[src/rtl/ppu_pkg.sv]
// PPU register file shared definitions.
// Register indices, loopy field positions and scroll helpers.
package ppu_pkg;

  localparam int V_W = 15;

  localparam logic [2:0] REG_CTRL    = 3'd0;
  localparam logic [2:0] REG_MASK    = 3'd1;
  localparam logic [2:0] REG_STATUS  = 3'd2;
  localparam logic [2:0] REG_OAMADDR = 3'd3;
  localparam logic [2:0] REG_OAMDATA = 3'd4;
  localparam logic [2:0] REG_SCROLL  = 3'd5;
  localparam logic [2:0] REG_ADDR    = 3'd6;
  localparam logic [2:0] REG_DATA    = 3'd7;

  localparam int CX_LO = 0;
  localparam int CX_HI = 4;
  localparam int CY_LO = 5;
  localparam int CY_HI = 9;
  localparam int NT_X  = 10;
  localparam int NT_Y  = 11;
  localparam int FY_LO = 12;
  localparam int FY_HI = 14;

  function automatic logic [V_W-1:0] loopy_inc_x(
    input logic [V_W-1:0] v
  );
    logic [V_W-1:0] r;
    r = v;
    if (v[CX_HI:CX_LO] == 5'd31) begin
      r[CX_HI:CX_LO] = 5'd0;
      r[NT_X]        = ~v[NT_X];
    end else begin
      r[CX_HI:CX_LO] = v[CX_HI:CX_LO] + 5'd1;
    end
    return r;
  endfunction

  function automatic logic [V_W-1:0] loopy_inc_y(
    input logic [V_W-1:0] v
  );
    logic [V_W-1:0] r;
    r = v;
    if (v[FY_HI:FY_LO] != 3'd7) begin
      r[FY_HI:FY_LO] = v[FY_HI:FY_LO] + 3'd1;
    end else begin
      r[FY_HI:FY_LO] = 3'd0;
      if (v[CY_HI:CY_LO] == 5'd29) begin
        r[CY_HI:CY_LO] = 5'd0;
        r[NT_Y]        = ~v[NT_Y];
      end else if (v[CY_HI:CY_LO] == 5'd31) begin
        r[CY_HI:CY_LO] = 5'd0;
      end else begin
        r[CY_HI:CY_LO] = v[CY_HI:CY_LO] + 5'd1;
      end
    end
    return r;
  endfunction

endpackage

[src/rtl/ppu_vaddr.sv]
// Loopy scroll/address state: v, t, fine x and the write toggle.
// Handles $2000/$2005/$2006 t updates and all v stepping.
module ppu_vaddr
  import ppu_pkg::*;
(
  input  logic           i_clk,
  input  logic           i_rst,
  input  logic           i_wr_ctrl,
  input  logic           i_wr_scroll,
  input  logic           i_wr_addr,
  input  logic           i_data_acc,
  input  logic           i_clr_w,
  input  logic [7:0]     i_wdata,
  input  logic           i_inc32,
  input  logic           i_render_on,
  input  logic           i_inc_x,
  input  logic           i_inc_y,
  input  logic           i_copy_x,
  input  logic           i_copy_y,
  output logic [V_W-1:0] o_v,
  output logic [2:0]     o_fine_x
);

  logic [V_W-1:0] v_q, v_d;
  logic [V_W-1:0] t_q, t_d;
  logic [V_W-1:0] v_r;
  logic [2:0]     x_q, x_d;
  logic           w_q, w_d;

  // Next-state for t, x, w and the prioritised v update.
  always_comb begin
    t_d = t_q;
    x_d = x_q;
    w_d = w_q;
    v_d = v_q;
    v_r = v_q;

    if (i_wr_ctrl) begin
      t_d[NT_Y:NT_X] = i_wdata[1:0];
    end

    if (i_wr_scroll) begin
      if (!w_q) begin
        t_d[CX_HI:CX_LO] = i_wdata[7:3];
        x_d              = i_wdata[2:0];
      end else begin
        t_d[CY_HI:CY_LO] = i_wdata[7:3];
        t_d[FY_HI:FY_LO] = i_wdata[2:0];
      end
      w_d = ~w_q;
    end

    if (i_wr_addr) begin
      if (!w_q) begin
        t_d[13:8] = i_wdata[5:0];
        t_d[14]   = 1'b0;
      end else begin
        t_d[7:0]  = i_wdata;
      end
      w_d = ~w_q;
    end

    if (i_clr_w) begin
      w_d = 1'b0;
    end

    // copy is applied after inc so it wins on shared fields
    if (i_render_on) begin
      if (i_inc_x) v_r = loopy_inc_x(v_r);
      if (i_inc_y) v_r = loopy_inc_y(v_r);
      if (i_copy_x) begin
        v_r[NT_X]        = t_q[NT_X];
        v_r[CX_HI:CX_LO] = t_q[CX_HI:CX_LO];
      end
      if (i_copy_y) begin
        v_r[FY_HI:NT_Y]  = t_q[FY_HI:NT_Y];
        v_r[CY_HI:CY_LO] = t_q[CY_HI:CY_LO];
      end
    end

    if (i_wr_addr && w_q) begin
      v_d = t_d;
    end else if (i_data_acc) begin
      if (i_render_on) begin
        v_d = loopy_inc_y(loopy_inc_x(v_q));
      end else begin
        v_d = v_q + (i_inc32 ? 15'd32 : 15'd1);
      end
    end else begin
      v_d = v_r;
    end
  end

  // Scroll state registers.
  always_ff @(posedge i_clk or posedge i_rst) begin
    if (i_rst) begin
      v_q <= '0;
      t_q <= '0;
      x_q <= '0;
      w_q <= 1'b0;
    end else begin
      v_q <= v_d;
      t_q <= t_d;
      x_q <= x_d;
      w_q <= w_d;
    end
  end

  assign o_v      = v_q;
  assign o_fine_x = x_q;

endmodule

[src/rtl/ppu_reg_file.sv]
// CPU-visible PPU register file ($2000-$2007).
// Bus decode, status/NMI, OAM port, VRAM port and open-bus decay.
module ppu_reg_file
  import ppu_pkg::*;
#(
  parameter int VRAM_AW = 14,
  parameter int OAM_AW  = 8,
  parameter int DECAY_W = 20
) (
  input  logic               i_cpu_clk,
  input  logic               i_cpu_rst,
  input  logic               i_bus_valid,
  input  logic [2:0]         i_bus_addr,
  input  logic               i_bus_wn,
  input  logic [7:0]         i_bus_wdata,
  output logic [7:0]         o_ppu_rdata,
  output logic [OAM_AW-1:0]  o_oam_addr,
  output logic               o_oam_we,
  output logic [7:0]         o_oam_wdata,
  input  logic [7:0]         i_oam_rdata,
  output logic [VRAM_AW-1:0] o_vram_addr,
  output logic               o_vram_we,
  output logic               o_vram_re,
  output logic [7:0]         o_vram_wdata,
  input  logic [7:0]         i_vram_rdata,
  input  logic               i_render_on,
  input  logic               i_inc_x,
  input  logic               i_inc_y,
  input  logic               i_copy_x,
  input  logic               i_copy_y,
  output logic [14:0]        o_v,
  output logic [2:0]         o_fine_x,
  output logic [7:0]         o_ppuctrl,
  output logic [7:0]         o_ppumask,
  input  logic               i_spr_ovfl,
  input  logic               i_spr_0hit,
  input  logic               i_vblank,
  output logic               o_nmi_n
);

  logic acc, wr, rd;
  logic wr_ctrl, wr_mask, wr_oaddr, wr_odata;
  logic wr_scroll, wr_addr, data_acc;
  logic rd_status, rd_data;
  logic vbl_rise, vbl_fall;
  logic pal_hit;

  logic [7:0]         ctrl_q, ctrl_d;
  logic [7:0]         mask_q, mask_d;
  logic [OAM_AW-1:0]  oam_q, oam_d;
  logic [7:0]         buf_q, buf_d;
  logic [7:0]         ob_q, ob_d;
  logic [DECAY_W-1:0] cnt_q, cnt_d;
  logic               vbl_q, vbl_d;
  logic               vb_q;
  logic               nmi_n_q, nmi_n_d;
  logic [7:0]         rdata;
  logic [V_W-1:0]     v;

  assign acc = i_bus_valid & ~i_cpu_rst;
  assign wr  = acc & ~i_bus_wn;
  assign rd  = acc & i_bus_wn;

  assign wr_ctrl   = wr && (i_bus_addr == REG_CTRL);
  assign wr_mask   = wr && (i_bus_addr == REG_MASK);
  assign wr_oaddr  = wr && (i_bus_addr == REG_OAMADDR);
  assign wr_odata  = wr && (i_bus_addr == REG_OAMDATA);
  assign wr_scroll = wr && (i_bus_addr == REG_SCROLL);
  assign wr_addr   = wr && (i_bus_addr == REG_ADDR);
  assign data_acc  = acc && (i_bus_addr == REG_DATA);
  assign rd_status = rd && (i_bus_addr == REG_STATUS);
  assign rd_data   = rd && (i_bus_addr == REG_DATA);

  assign vbl_rise = i_vblank & ~vb_q;
  assign vbl_fall = ~i_vblank & vb_q;
  assign pal_hit  = (v[13:8] == 6'h3F);

  ppu_vaddr u_vaddr (
    .i_clk       (i_cpu_clk),
    .i_rst       (i_cpu_rst),
    .i_wr_ctrl   (wr_ctrl),
    .i_wr_scroll (wr_scroll),
    .i_wr_addr   (wr_addr),
    .i_data_acc  (data_acc),
    .i_clr_w     (rd_status),
    .i_wdata     (i_bus_wdata),
    .i_inc32     (ctrl_q[2]),
    .i_render_on (i_render_on),
    .i_inc_x     (i_inc_x),
    .i_inc_y     (i_inc_y),
    .i_copy_x    (i_copy_x),
    .i_copy_y    (i_copy_y),
    .o_v         (v),
    .o_fine_x    (o_fine_x)
  );

  // Read data mux; silent unless a read is in progress.
  always_comb begin
    rdata = 8'h00;
    if (rd) begin
      case (i_bus_addr)
        REG_STATUS:
          rdata = {vbl_q, i_spr_0hit, i_spr_ovfl, ob_q[4:0]};
        REG_OAMDATA:
          rdata = i_oam_rdata;
        REG_DATA:
          rdata = pal_hit ? {ob_q[7:6], i_vram_rdata[5:0]}
                          : buf_q;
        default:
          rdata = ob_q;
      endcase
    end
  end

  // Next-state for control regs, OAM pointer, buffer, status and decay.
  always_comb begin
    ctrl_d = wr_ctrl ? i_bus_wdata : ctrl_q;
    mask_d = wr_mask ? i_bus_wdata : mask_q;
    buf_d  = rd_data ? i_vram_rdata : buf_q;

    oam_d = oam_q;
    if (wr_oaddr) begin
      oam_d = i_bus_wdata[OAM_AW-1:0];
    end else if (wr_odata) begin
      oam_d = oam_q + 1'b1;
    end

    vbl_d = vbl_q;
    if (rd_status) begin
      vbl_d = 1'b0;
    end else if (vbl_rise) begin
      vbl_d = 1'b1;
    end else if (vbl_fall) begin
      vbl_d = 1'b0;
    end
    nmi_n_d = ~(ctrl_d[7] & vbl_d);

    // open-bus latch fades once the counter saturates
    cnt_d = cnt_q;
    ob_d  = ob_q;
    if (acc) begin
      cnt_d = '0;
      ob_d  = i_bus_wn ? rdata : i_bus_wdata;
    end else if (!(&cnt_q)) begin
      cnt_d = cnt_q + 1'b1;
      if (&cnt_d) ob_d = 8'h00;
    end
  end

  // Register-file state.
  always_ff @(posedge i_cpu_clk or posedge i_cpu_rst) begin
    if (i_cpu_rst) begin
      ctrl_q  <= '0;
      mask_q  <= '0;
      oam_q   <= '0;
      buf_q   <= '0;
      ob_q    <= '0;
      cnt_q   <= '0;
      vbl_q   <= 1'b0;
      vb_q    <= 1'b0;
      nmi_n_q <= 1'b1;
    end else begin
      ctrl_q  <= ctrl_d;
      mask_q  <= mask_d;
      oam_q   <= oam_d;
      buf_q   <= buf_d;
      ob_q    <= ob_d;
      cnt_q   <= cnt_d;
      vbl_q   <= vbl_d;
      vb_q    <= i_vblank;
      nmi_n_q <= nmi_n_d;
    end
  end

  generate
    if (VRAM_AW > V_W) begin : g_wide
      assign o_vram_addr = {{(VRAM_AW-V_W){1'b0}}, v};
    end else begin : g_narrow
      assign o_vram_addr = v[VRAM_AW-1:0];
    end
  endgenerate

  assign o_ppu_rdata  = rdata;
  assign o_oam_addr   = oam_q;
  assign o_oam_we     = wr_odata;
  assign o_oam_wdata  = i_bus_wdata;
  assign o_vram_we    = data_acc & ~i_bus_wn;
  assign o_vram_re    = rd_data;
  assign o_vram_wdata = i_bus_wdata;
  assign o_v          = v;
  assign o_ppuctrl    = ctrl_q;
  assign o_ppumask    = mask_q;
  assign o_nmi_n      = nmi_n_q;

endmodule

[config.mk]
export PLATFORM = sky130hd
export DESIGN_NAME = ppu_reg_file
export DESIGN_NICKNAME = d
export VERILOG_FILES = /design/src/rtl/ppu_pkg.sv /design/src/rtl/ppu_vaddr.sv /design/src/rtl/ppu_reg_file.sv
export SDC_FILE = /design/constraint.sdc
export NUM_CORES = 1
export LEC_CHECK = 0
export CAP_MARGIN = 40
export CORE_AREA = 2 2 153 80
export DETAILED_ROUTE_END_ITERATION = 12
export DIE_AREA = 0 0 155 82
export PLACE_DENSITY_LB_ADDON = 0.12
export SLEW_MARGIN = 0
export SYNTH_ARGS = -nofsm -noshare
export SYNTH_HDL_FRONTEND = slang
export SYNTH_SLANG_ARGS = --single-unit
[constraint.sdc]
create_clock -name i_cpu_clk -period 6.42 [get_ports i_cpu_clk]
set_clock_uncertainty 0.05 [all_clocks]
set_input_delay 0.642 -clock i_cpu_clk [delete_from_list [all_inputs] [get_ports i_cpu_clk]]
set_output_delay 0.642 -clock i_cpu_clk [all_outputs]
set_load 0.02 [all_outputs]
==> reports/qor.yml, run 1 <==
layout:
  finalInstanceArea_um2: 7752
  syn_to_final_growth_pct: 22.16
  drive_gt1_share_pct: 8.838
  fill_cells: 910
  layout.nets: 839
  antenna_cells: 0
  instances_no_fill: 942
synth:
  yosysSeqAreaShare_pct: 38.27
  synth_edf_count: 0
  yosysTopAreaCell: "dfrtp_1"
  syn-cell-area_um2: 6346
  syn-num-nets: 771
  yosysTopAreaCellShare_pct: 37.85
  yosys-top-cells-area: "dfrtp_1 38%, mux2_2 5.1%, nand2_1 4.7%"
  avgSynthCellArea_um2: 8.826
  ys_ff_latch: 97
  synth-main-ff-cell: "dfrtp_1"
  syn_inst: 719
  synth_warnings: 0
  ys_types: 69
  synthArstFlopShare_pct: 100.0
power_and_ir_drop:
  peakVddDrop_v: 0.0001947
  power_mw: 2.220
  p_leak_nw: 3.178
  power.density_nw_per_um2: 286.4
sta:
  layout_setup_ws_ns: 1.961
  setup_tns_ns: 0
  fmax_ghz: 0.2243
  report.final.slew_viol_count: 0
  tightest_slew_ns: 0.8864
  relSlewSlack_pct: 40.45
  setup_viol: 0
  hold_viol_final: 0
  rsz0062_at_grt: "false"
  period_needed_ns: 4.459
  period_share_pct: 69.45
die:
  fp-row-count: 28
  core-area_um2: 11460
  die_area_um2: 12710
  initial_core_util_pct: 55.40
  chipWidth_um: 155
  ios: 123
  die_h_um: 82
detailed_routing:
  viasPerCell: 6.556
  post-route-drc-count: 0
  drt_iter0_markers: 816
  vias: 6176
  drt_wl_total_um: 20390
  post_drt_wl_per_cell_um: 21.65
  ant_nets: 0
  drt_first_pass_iters: 5
placed_design:
  dp_slack_ns: 2.047
  placed_cell_area_um2: 7435
  portBuffers: 122
  gp_congestion: 0.9880
  dp_hpwl_um: 14770
  dpl.cell_count: 926
global_route:
  grt_pass1_wl_um: 31680
  antenna_found_initial: 0
  grt_overflow: 0
  grt_usage_pct: 32.78
  grt_max_degree: 40
  grt_pass1_vias: 5648
critical_path:
  reg2reg_depth: 7
  critPathBufInv: 3
  cp.arrival_ns: 3.77
  cp_top_family: "buffers and inverters"
  crit_chain: "clkdlybuf4s50_1, nor3b_1, nand3_1, inv_1, clkdlybuf4s50_1"
  cp-end-kind: "primary output"
  crit_top_cell: "clkdlybuf4s50_1"
  critPathMaxStageDelay_ns: 0.84
  path_max_fanout: 24
  cp_slowest_cell: "clkdlybuf4s50_1"
  path_class: "input port to primary output"
  cp-start-kind: "input port"
  critPathRequiredTime_ns: 5.73
  crit_cells: 5
clock_network:
  cts_setup_buffers: 0
  h-tree-depth: 3
  cts.reportedPaths.clkPinSlew_ns: 0.08
  cts_tree: "yes"
  cts-resized-gates: 0
  cts_hold_buf: 0
  clockBufferDepth: 2
  clock_latency_ns: 0.35
  numCtsBuffers: 9
  numClockSinks: 97
  cts_root_buf: "clkbuf_16"
outcome:
  status: "complete, no violations"
job:
  cap_violations: 0
worst_hold_path:
  hold_path_depth: 2
  holdCritPathClass: "flop to flop"
routing by layer:
metal | part of all wire [%] | GRT usage [%] | vias up
met4 | 0.68 | 5.833 | 0
li1 | - | - | 2759
met1 | 47 | 49.42 | 2999
met2 | 39 | 44.58 | 399
met3 | 13 | 12.14 | 19
met5 | 0 | 0 | -
layout by cell type (no fill, tap or decap), types with 10 or more instances in the layout:
cell type / Yosys / layout
a21oi_1: 49 / 49
a31oi_1: 16 / 16
and3_1: 11 / 11
clkdlybuf4s50_1: 0 / 122
dfrtp_1: 96 / 96
ha_1: 13 / 13
inv_1: 14 / 13
mux2_2: 29 / 29
mux2i_1: 10 / 10
nand2_1: 80 / 80
nand2b_1: 13 / 13
nand3_1: 28 / 28
nor2_1: 48 / 48
nor3_1: 16 / 16
o21ai_0: 49 / 49
o22ai_1: 13 / 13
xnor2_1: 11 / 11
xor2_1: 11 / 11
final cells by class:
class / instances / area [µm²] / area share (%)
flip-flops and latches: 97 / 2429 / 31.33
inverters: 14 / 53.80 / 0.6940
well taps: 150 / 187.7 / 2.421
repair buffers: 130 / 1291 / 16.66
clock inverters: 6 / 78.83 / 1.017
multi-input cells: 535 / 3473 / 44.80
clock buffers: 10 / 239.0 / 3.083
sequential cells by signal, indices dropped and copies added (netlist names), 3 cells and up:
signal,flops
o_oam_addr,8
buf_q,8
ob_q,8
o_ppumask,8
o_ppuctrl,8
u_vaddr.o_fine_x,3
u_vaddr.t_q,15
u_vaddr.o_v,15
cnt_q,20
metrics by stage:
step                      utilization, %  hold WS (ns)
after floorplan                        -        0.3982
after global placement             64.68        0.4147
after detailed placement           64.90        0.4207
after CTS                          67.67        0.4431
after global routing               67.67        0.4554
final                              67.67        0.4416
Yosys cell counts, types with 3 or more instances:
master and count:
a211oi_1 5, a21o_1 9, a21oi_1 49, a221o_1 6, a221oi_1 7, a22o_1 4
a22oi_1 9, a31oi_1 16, and2_1 4, and3_1 11, and4_1 4, buf_1 3
buf_4 31, clkbuf_1 36, dfrtp_1 96, ha_1 13, inv_1 14, mux2_1 5
mux2_2 29, mux2i_1 10, nand2_1 80, nand2b_1 13, nand3_1 28, nand4_1 7
nor2_1 48, nor2b_1 9, nor3_1 16, nor3b_1 8, nor4_1 7, o211ai_1 4
o21ai_0 49, o22a_1 3, o22ai_1 13, o311ai_0 5, o31ai_1 3, or3_1 3
xnor2_1 11, xor2_1 11
report_power, final:
group	leakage, nW	internal [mW]	switching [mW]
Clock	0.158	0.322	0.261
Combinational	1.78	0.362	0.399
Sequential	1.24	0.726	0.151
cell families (layout without fill, tap and decap cells):
kind of cell               after synthesis  in the layout  synth area share, %
and+or+nand+nor                        250            250                19.81
AOI/OAI and AO/OA                      204            204                21.35
DFF                                     97             97                38.27
buffers and inverters                   87            160                7.039
muxes                                   44             44                7.610
xor gates and xnor gates                22             22                3.036
adders and majority gates               15             15                2.879
worst reg2reg max path, cell delays in order, from the launching register on:
cell and delay [ns]:
dfrtp_1 0.52, ha_1 0.46, a21bo_2 0.32, o22ai_1 0.17, a31oi_1 0.14, nor4_1 0.50
a41oi_4 0.26, a221o_1 0.41
path summary, 6_finish.rpt:
path / startpoint / to / slack (ns)
worst max-delay path: i_bus_wn / o_oam_we / 1.96
worst min-delay path: u_vaddr.o_fine_x[2] / u_vaddr.o_fine_x[2] / 0.44
worst max register to register: cnt_q[0] / ob_q[5] / 3.46
worst min register to register: u_vaddr.o_fine_x[2] / u_vaddr.o_fine_x[2] / 0.44
max in group asynchronous: i_cpu_rst / o_nmi_n / 4.70
min in group asynchronous: i_cpu_rst / u_vaddr.o_v[5] / 0.70
No activity file was read; power rests on OpenSTA's default activity.
==> run 2: changes to the inputs <==
--- a/config.mk
+++ b/config.mk
@@ -6,9 +6,9 @@
 export NUM_CORES = 1
 export LEC_CHECK = 0
 export CAP_MARGIN = 40
-export CORE_AREA = 2 2 153 80
+export CORE_AREA = 2 2 166 87
 export DETAILED_ROUTE_END_ITERATION = 12
-export DIE_AREA = 0 0 155 82
+export DIE_AREA = 0 0 168 89
 export PLACE_DENSITY_LB_ADDON = 0.12
 export SLEW_MARGIN = 0
 export SYNTH_ARGS = -nofsm -noshare
==> constraint.sdc (replaced) <==
create_clock -name i_cpu_clk -period 3.75 [get_ports i_cpu_clk]
set_clock_uncertainty 0.05 [all_clocks]
set_input_delay 0.375 -clock i_cpu_clk [delete_from_list [all_inputs] [get_ports i_cpu_clk]]
set_output_delay 0.375 -clock i_cpu_clk [all_outputs]
set_load 0.02 [all_outputs]
==> run 2 against run 1 <==
Effect of this change: die area increased by 18%; cell count rose by 3.7%; wire length is 11% lower; power increased by 67%; setup slack got worse by 1.5 ns; core utilization shrank 8.9 points; largest power group unchanged; sequential share of layout area decreased by 0.33 points; register-to-register slack got worse by 2.6 ns.
==> reports/qor.yml, run 2 (synthesized netlist as in run 1, its figures left out) <==
outcome:
  status: "complete, no violations"
placed_design:
  dpl.cell_count: 961  # +3.8%
  portBuffers: 122  # unchanged
  gp_congestion: 0.9068  # -8.2%
  dp_hpwl_um: 12840  # -13%
die:
  die_h_um: 89  # +8.5%
  core-area_um2: 13330  # +16%
  fp-row-count: 30  # +7.1%
  chipWidth_um: 168  # +8.4%
  ios: 123  # unchanged
  die_area_um2: 14950  # +18%
  initial_core_util_pct: 47.62  # -7.8 points
detailed_routing:
  post-route-drc-count: 0  # unchanged
  drt_iter0_markers: 565  # -31%
  wl_met1_um: 8372  # -12%
  drt_first_pass_iters: 5  # unchanged
  vias: 5850  # -5.3%
  drt_wl_total_um: 18100  # -11%
  ant_nets: 0  # unchanged
  viasPerCell: 5.988  # -8.7%
  dr_wl_met2_um: 8246  # +3.1%
  dr_wl_met3_um: 1281  # -53%
  highest-signal-layer: "met4"
  post_drt_wl_per_cell_um: 18.52  # -14%
worst_hold_path:
  worstHoldStart: "u_vaddr.o_fine_x[0]"
  holdCritPathClass: "flop to flop"
sta:
  setup_viol: 0  # unchanged
  hold_viol_final: 0  # unchanged
  period_share_pct: 88.41
  tightest_slew_ns: 0.8645  # -0.02193 ns
  rsz0062_at_grt: "false"
  fmax_ghz: 0.3016
  report.final.slew_viol_count: 0  # unchanged
  setup_tns_ns: 0  # unchanged
  period_needed_ns: 3.315
  relSlewSlack_pct: 41.92  # +1.5 points
layout:
  drive_gt1_share_pct: 9.613  # +0.77 points
  largest-register: "cnt_q"
  layout_common_cells: "122 x clkdlybuf4s50_1, 96 x dfrtp_1, 80 x nand2_1, 49 x o21ai_0, 49 x a21oi_1"
  instances_no_fill: 977  # +3.7%
  syn_to_final_growth_pct: 23.46
  largest_reg_flops: 20  # unchanged
  final_common_cell: "clkdlybuf4s50_1"
  layout.nets: 848  # +1.1%
  antenna_cells: 0  # unchanged
  fill_cells: 1175  # +29%
power_and_ir_drop:
  peakVddDrop_v: 0.0002503  # +29%
  p_leak_nw: 3.202  # +0.78%
  power_mw: 3.699  # +67%
  power.density_nw_per_um2: 472.1  # +65%
global_route:
  grt_usage_pct: 25.05  # -7.7 points
  grt_overflow: 0  # unchanged
  grt_pass1_wl_um: 29360  # -7.3%
  antenna_found_initial: 0  # unchanged
  grt_max_degree: 59  # +48%
  grt_pass1_vias: 5685  # +0.66%
critical_path:
  cp-end-kind: "primary output"
  cp-startpoint: "u_vaddr.o_v[8]"
  cp.arrival_ns: 2.89  # -0.88 ns
  worst_r2r_startpoint: "cnt_q[0]"
  critPathRequiredTime_ns: 3.32  # -2.41 ns
  path_max_fanout: 11  # -54%
  path_class: "flop to primary output"
  cp-start-kind: "flop"
clock_network:
  cts-resized-gates: 0  # unchanged
  clockBufferDepth: 2  # unchanged
  clock_latency_ns: 0.35  # about the same
  cts.reportedPaths.clkPinSlew_ns: 0.07  # about the same
  cts_hold_buf: 0  # unchanged
  numCtsBuffers: 9  # unchanged
  h-tree-depth: 3  # unchanged
  cts_setup_buffers: 0  # unchanged
  numClockSinks: 97  # unchanged
  cts_tree: "yes"
  cts_root_buf: "clkbuf_16"
job:
  cap_violations: 0  # unchanged
==> run 2: cell types whose count changed in the layout (fill, tap and decap cells not counted) <==
cell	previous run	this run
clkbuf_1	0	2
buf_4	6	16
clkinv_2	1	0
clkinv_4	1	2
inv_4	0	1
buf_2	1	0
clkbuf_8	1	0
clkinvlp_4	0	1
inv_8	2	0
inv_6	2	1
==> run 2: path summary, 6_finish.rpt <==
kind,end,slack [ns],cells after the start
worst max-delay path,o_ppu_rdata[1],0.43,6
worst min-delay path,u_vaddr.o_fine_x[0],0.44,2
worst max register to register,ob_q[5],0.89,7
worst min register to register,u_vaddr.o_fine_x[0],0.44,2
max in group asynchronous,cnt_q[4],2.41,3
min in group asynchronous,ob_q[5],0.57,2
==> run 2: where the power goes <==
part	internal, mW	switching (mW)
clock	0.523	0.416
sequential	1.24	0.250
combinational	0.622	0.644
total	2.39	1.31
==> run 2: layout make-up <==
cell class | count | area, µm² | area share, %
multi-input cells | 535 | 3473 | 44.33
flip-flops and latches | 97 | 2429 | 31.00
clock inverters | 5 | 63.81 | 0.8144
repair buffers | 139 | 1361 | 17.37
inverters | 14 | 55.05 | 0.7027
clock buffers | 11 | 232.7 | 2.970
well taps | 176 | 220.2 | 2.811
==> run 2: worst max-delay path, stage by stage, from the launching register on <==
cell	delay [ns]
dfrtp_1	0.51
and4_1	0.32
nand2_1	0.31
mux2_2	0.39
a221oi_1	0.36
nor2_1	0.09
clkdlybuf4s50_1	0.57
==> run 2: routing by layer <==
layer | up-vias | GRT usage (%)
met5 | - | 0
met4 | 0 | 6.166
met3 | 22 | 6.020
met2 | 213 | 41.21
met1 | 2841 | 33.91
li1 | 2774 | -
==> run 2: metrics by stage <==
step	area [µm²]	setup WS, ns	hold slack [ns]	utilization, %
finish	7835	0.4346	0.4447	58.80
global route	7835	0.3001	0.4533	58.80
CTS	7835	0.4511	0.4425	58.80
detailed placement	7538	0.5113	0.4257	56.57
global placement	7538	0.5955	0.4083	56.57
floorplan	6346	0.7929	0.3564	-
